--- src/rtl/lut_neuron_layer_pipe.sv ---
// lut_neuron_layer_pipe: NUM_NEURONS runtime-programmable truth tables,
// each 2^IN_BITS entries of OUT_BITS bits, looked up in parallel behind a
// single registered valid/ready output stage. Tables are written through a
// config port that is always open, independent of the data handshake.
// Optional feature macro: LUT_PARITY_EN adds an even-parity bit per entry
// and a sticky lut_err flag raised when a looked-up entry fails its parity.
module lut_neuron_layer_pipe #(
  parameter int IN_BITS      = 7,
  parameter int OUT_BITS     = 2,
  parameter int NUM_NEURONS  = 4,
  parameter int NEURON_IDX_W = 2
) (
  input  logic                            clk,
  input  logic                            rst_n,
  input  logic                            in_valid,
  output logic                            in_ready,
  input  logic [NUM_NEURONS*IN_BITS-1:0]  in_addr,
  output logic                            out_valid,
  input  logic                            out_ready,
  output logic [NUM_NEURONS*OUT_BITS-1:0] out_data,
  input  logic                            cfg_we,
  input  logic [NEURON_IDX_W-1:0]         cfg_neuron,
  input  logic [IN_BITS-1:0]              cfg_addr,
  input  logic [OUT_BITS-1:0]             cfg_data,
  output logic [15:0]                     cfg_count,
  output logic                            lut_err
);

  localparam int DEPTH = 1 << IN_BITS;

  logic [NUM_NEURONS-1:0][DEPTH-1:0][OUT_BITS-1:0] lut_mem;
  logic [NUM_NEURONS*OUT_BITS-1:0]                 lookup_data;
  logic                                            cfg_hit;
  logic                                            accept;
  logic                                            ready_en;

  // Codes at or above NUM_NEURONS address no table and are dropped.
  assign cfg_hit  = (int'(cfg_neuron) < NUM_NEURONS);
  assign in_ready = ready_en && (!out_valid || out_ready);
  assign accept   = in_valid && in_ready;

  // Table storage: single write port, cleared as a whole on reset.
  always_ff @(posedge clk or negedge rst_n) begin
    if (!rst_n) begin
      lut_mem <= '0;
    end else if (cfg_we && cfg_hit) begin
      lut_mem[cfg_neuron][cfg_addr] <= cfg_data;
    end
  end

  // Asynchronous read of every neuron's table; a same-edge write is not yet visible.
  always_comb begin
    lookup_data = '0;
    for (int k = 0; k < NUM_NEURONS; k++) begin
      lookup_data[k*OUT_BITS +: OUT_BITS] = lut_mem[k][in_addr[k*IN_BITS +: IN_BITS]];
    end
  end

  // Saturating count of config writes that actually landed in a table.
  always_ff @(posedge clk or negedge rst_n) begin
    if (!rst_n) begin
      cfg_count <= '0;
    end else if (cfg_we && cfg_hit && (cfg_count != 16'hFFFF)) begin
      cfg_count <= cfg_count + 16'd1;
    end
  end

  // Output register stage; ready_en keeps in_ready low until the first edge after reset.
  always_ff @(posedge clk or negedge rst_n) begin
    if (!rst_n) begin
      ready_en  <= 1'b0;
      out_valid <= 1'b0;
      out_data  <= '0;
    end else begin
      ready_en <= 1'b1;
      if (accept) begin
        out_valid <= 1'b1;
        out_data  <= lookup_data;
      end else if (out_ready) begin
        out_valid <= 1'b0;
      end
    end
  end

`ifdef LUT_PARITY_EN
  logic [NUM_NEURONS-1:0][DEPTH-1:0] par_mem;
  logic [NUM_NEURONS-1:0]            par_bad;
  logic                              lut_err_q;

  // Even-parity shadow of each entry, written alongside the data.
  always_ff @(posedge clk or negedge rst_n) begin
    if (!rst_n) begin
      par_mem <= '0;
    end else if (cfg_we && cfg_hit) begin
      par_mem[cfg_neuron][cfg_addr] <= ^cfg_data;
    end
  end

  // Recompute parity of each neuron's looked-up entry and compare with the stored bit.
  always_comb begin
    par_bad = '0;
    for (int k = 0; k < NUM_NEURONS; k++) begin
      par_bad[k] = (^lookup_data[k*OUT_BITS +: OUT_BITS]) ^
                   par_mem[k][in_addr[k*IN_BITS +: IN_BITS]];
    end
  end

  // Sticky error, set on the same edge that registers the offending lookup.
  always_ff @(posedge clk or negedge rst_n) begin
    if (!rst_n) begin
      lut_err_q <= 1'b0;
    end else if (accept && (|par_bad)) begin
      lut_err_q <= 1'b1;
    end
  end

  assign lut_err = lut_err_q;
`else
  assign lut_err = 1'b0;
`endif

endmodule

--- config.mk ---
export PLATFORM = sky130hd
export DESIGN_NAME = lut_neuron_layer_pipe
export DESIGN_NICKNAME = d
export VERILOG_FILES = /design/src/rtl/lut_neuron_layer_pipe.sv
export SDC_FILE = /design/constraint.sdc
export NUM_CORES = 2
export LEC_CHECK = 0
export CORE_ASPECT_RATIO = 0.7
export CORE_MARGIN = 2
export CORE_UTILIZATION = 35
export CTS_CLUSTER_SIZE = 25
export DETAILED_ROUTE_END_ITERATION = 12
export PLACE_DENSITY = 0.6
export SLEW_MARGIN = 20
export SYNTH_ARGS = -nofsm -noshare
export SYNTH_HDL_FRONTEND = slang
export SYNTH_SLANG_ARGS = --single-unit
--- constraint.sdc ---
create_clock -name clk -period 3.9 [get_ports clk]
set_input_delay 0.585 -clock clk [delete_from_list [all_inputs] [get_ports clk]]
set_output_delay 0.585 -clock clk [all_outputs]
set_load 0.05 [all_outputs]
# [After elaboration in Yosys (flattened, before gate mapping)]
# Index checks and enable logic that the tools add are counted.
[word_totals] regBits=1050 input_bits=44 output_inout_bits=27 wordCells=549
[classes] addsub=1 n_lt_le_gt_ge=8 eq_ne=1 mux=15 n_reduce_logical=8
[ops] op="bitwise mux 1024 bit" n=1
[ops] op="demux 256 bit (select 2 bit)" n=1
[ops] op="2-to-1 mux 256 bit" n=1
[ops] op="binary-select mux 2 bit (select 7 bit)" n=4
[ops] op="less-than comparator 7 x 8 -> 1 bit, second input constant" n=5
[ops] op="adder 16 x 1 -> 16 bit, second input constant" n=1
[ops] op="inequality test 16 bit, second input constant" n=1
[ops] op="demux 2 bit (select 7 bit)" n=1
[ops] op="2-to-1 mux 2 bit" n=5
[ops] op=">= comparator 7 x 1 -> 1 bit, second input constant" n=1
[ops] op="logical AND 1 bit" n=5
[ops] op="less-than comparator 2 x 3 -> 1 bit, second input constant" n=1
[ops] op=">= comparator 2 x 1 -> 1 bit, second input constant" n=1
[ops] op="2-to-1 mux 1 bit" n=2
[ops] op="nonzero test 2 bit" n=1
[ops] op="logical NOT 1 bit" n=1
[ops] op="logical OR 1 bit" n=1

# [Longest topological paths before layout]
[logic_depth] depth_word=7 ltp_mapped=10 mapped_depth_nobuf=6

# [Worst setup path before layout]
# OpenSTA, ideal clock, no wires.
[synth_timing] path_kind="input -> register" from="input port in_addr[1]" to="register out_data[1]" t_arrival_ns=2.284 path_slack_ns=1.476 path_stages=7 path_buffers=3 cell_sequence="buf_2 > buf_4 > buf_2 > mux4_2 > mux4_2 > a31oi_1 > a211oi_1"
[synth_between] elab_chain_len=2
[synth_lines] item="from (decl)" line_no="17" source="input logic [NUM_NEURONS*IN_BITS-1:0] in_addr,"
[synth_lines] item="binary-select mux 2 bit (select 7 bit)" line_no="55" source="lookup_data[k*OUT_BITS +: OUT_BITS] = lut_mem[k][in_addr[k*IN_BITS +: IN_BITS]];"
[synth_lines] item="2-to-1 mux 2 bit (not written as such)" line_no="55"
[synth_lines] item="to (signal assigned)" line_no="78" source="out_data <= lookup_data;"
[synth_lines] item="to (decl)" line_no="20" source="output logic [NUM_NEURONS*OUT_BITS-1:0] out_data,"
# Every way passes these cells. The select of a mux whose other input is x is not followed.
# A chain may end at the register's enable or synchronous reset.

# [Worst setup path after layout]
[layout_timing] from="register out_data[6]" to="output port out_data[6]"
# No word-level cell between the ends.

==> impl_metrics.py <==
metrics = {
    "run_status": {
        "status": "complete, no violations",
    },
    "clocking": {
        "path_clk_slew_ns": 0.06,
        "clock_sinks": 1050,
        "cts_hold_buffers": 1,
        "cts_setup_buffers": 0,
        "cts-buffers-inserted": 101,
        "cts_max_level": 3,
        "tritoncts": "built",
        "root_buffer": "clkbuf_16",
        "cts_buffer_depth": 3,
        "cts-resized-gates": 0,
        "clkLatencyLatePin_ns": 0.75,
    },
    "finish": {
        "final_nets": 3941,
        "layout-drive-gt1-share_pct": 40.66,
        "postLayoutCoreUtil_pct": 40.10,
        "syn2layout_area_growth_pct": 13.36,
    },
    "synthesis": {
        "synth.most_common_cell": "mux2_2",
        "yosys-top-cells-count": "mux2_2, dfrtp_1, nand2_1",
        "yosys-top-cells-area": "dfrtp_1, mux2_2, mux4_2, nand2_1, nor2_1",
        "async_flop_share_pct": 100.0,
        "synth-seq-area-share_pct": 51.80,
        "synthFlopType": "dfrtp_1",
        "synth_cells": 3858,
        "synth_top_area_share_pct": 51.80,
        "synthesis.area_sq_um": 50730,
        "synth_area_leader_cell": "dfrtp_1",
        "synth_nets": 3903,
        "syn_avg_cell_area_sq_um": 13.15,
        "synth.distinct_cells": 68,
        "ys_ff_latch": 1050,
        "yosysWarnings": 0,
        "synth_edf_count": 0,
    },
    "drt": {
        "wl_per_cell_microns": 26.60,
        "drc": 0,
        "firstDrtPassIters": 6,
        "drt_iter0_drc": 3200,
        "viasPerCell": 5.592,
        "vias": 32830,
        "routed_wl_microns": 156100,
        "ant_nets": 0,
    },
    "worst_setup_path": {
        "r2r_setup_slack_ns": 1.43,
        "r2r_cells": 6,
        "arrival_ns": 2.16,
        "crit_cells": 1,
        "crit_chain": "clkdlybuf4s50_1",
        "required_ns": 3.31,
        "path_class": "register to primary output",
        "r2r_end": "out_data[7]$_DFFE_PN0P_",
        "start_kind": "register",
        "cp_slowest_cell": "clkdlybuf4s50_1",
        "worst-path-max-fanout": 2,
        "endpoint_kind": "primary output",
        "path_buf_inv": 1,
        "reg2reg_from": "lut_mem[863]$_DFFE_PN0P_",
        "cpPeakStageDelay_ns": 0.87,
        "crit_family": "buffers and inverters",
    },
    "die": {
        "die_w_microns": 459.0,
        "ios": 71,
        "die_area_sq_um": 148100,
        "design.core.area_sq_um": 143400,
        "die_h_microns": 322.5,
        "initial_core_util_pct": 35.38,
        "num_rows": 116,
    },
    "sta": {
        "setup_slack_ns": 1.158,
        "clock_skew_ns": 0.04227,
        "clock.fmax_mhz": 364.7,
        "tightest_slew_ns": 1.050,
        "drv_slew": 0,
        "rsz0062_at_grt": "false",
        "finalSetupViolCount": 0,
        "setup_tns_ns": 0,
        "slew_headroom_pct": 30.00,
        "hold_slack_ns": 0.4347,
        "finalCriticalPeriod_ns": 2.742,
        "hold_viol_final": 0,
        "post-route-period-util_pct": 70.31,
    },
    "min_path": {
        "hold_path_class": "primary input to asynchronous set/reset pin",
    },
    "global_routing": {
        "antenna_found_initial": 12,
        "grt_pass1_wl_microns": 234300,
        "grt_pass1_vias": 33720,
        "grt-ovfl-total": 0,
        "grt_usage_pct": 21.24,
        "grt_max_degree": 123,
    },
    "pwr": {
        "leakage_uw": 0.02670,
        "max-vdd-ir-drop_mv": 0.3429,
        "powerDensity_nw_per_um2": 419.7,
    },
    "job": {
        "max_cap_viol_count": 0,
    },
    "placement": {
        "dp_slack_ns": 0.5921,
        "dp_hpwl_microns": 111300,
        "place.gp.congestion": 0.9178,
        "io_buffers": 69,
    },
}
-- metal layers --
metal,vias up,GRT usage (%),part of all wire (%)
met3,213,5.075,8.0
met4,4,6.023,2.6
li1,14050,-,-
met5,-,0.1282,0.013
met1,17420,32.42,48
met2,1137,29.65,42
-- per-stage QoR --
step	cells	power [uW]	instance area [sq um]
after floorplan	3858	12840	50730
after global placement	5680	13830	53980
after detailed placement	5680	13860	53980
after CTS	5865	24330	57490
after global routing	5870	24980	57500
final	5871	24130	57510
-- worst max-delay path by stage --
| stage | startpoint | end | slack [ns] |
|---|---|---|---|
| after floorplan | in_addr[1] | out_data[1]$_DFFE_PN0P_ | 1.48 |
| after detailed placement | in_addr[23] | out_data[7]$_DFFE_PN0P_ | 0.59 |
| after global routing | out_valid$_DFFE_PN0P_ | in_ready | 1.09 |
| after CTS | out_valid$_DFFE_PN0P_ | in_ready | 1.11 |
| final | out_data[6]$_DFFE_PN0P_ | out_data[6] | 1.16 |
| after global placement | in_addr[23] | out_data[7]$_DFFE_PN0P_ | 0.60 |
-- where the power goes --
part,leakage [uW],switching (uW),internal [uW]
combinational,0.0104,1420,796
clock,0.00173,4570,5900
sequential,0.0145,223,11200
-- flip-flops by register name, indices dropped and copies added (netlist names) --
name	cells
out_valid	1
ready_en	1
out_data	8
lut_mem	1024
cfg_count	16
-- cell families (layout without fill, tap and decap cells) --
| kind of cell | Yosys count | in the layout | share of synthesized area [%] |
|---|---|---|---|
| simple gates | 926 | 926 | 7.747 |
| mux | 1377 | 1377 | 34.86 |
| other cells | 2 | 8 | 0.01480 |
| xor+xnor | 13 | 13 | 0.2244 |
| buf+inv | 308 | 427 | 2.740 |
| fa+ha+maj | 1 | 1 | 0.02466 |
| compound gates | 181 | 181 | 2.595 |
| flops | 1050 | 1050 | 51.80 |
-- cell usage in the layout (no fill, tap or decap), drive strengths merged, types with 7 or more instances in the layout --
cell type,count
buf,174
nand2,444
clkinv,25
nor3b,11
mux2,1067
a22oi,14
clkbuf,145
dfrtp,1050
nand3b,8
nor3,22
mux4,205
nor2,295
clkdlybuf4s50,53
and2,9
a21o,8
a31oi,12
a21oi,21
xnor2,10
nand4,13
nand2b,15
bufinv,7
o221ai,15
a211oi,18
a2111oi,11
o22ai,19
mux2i,105
nor2b,30
inv,17
nand3,31
nor4,7
a311oi,7
o21ai,18
and3,20
-- final cells by class --
cell class	count	area [sq um]
clock inverters	39	467.9
repair buffers	228	2207
clock buffers	145	3034
well taps	1888	2362
flip-flops and latches	1050	26280
diodes	6	15.01
fillers	13510	85890
multi-input cells	2500	23090
inverters	15	56.30
No activity file was read; power rests on OpenSTA's default activity.
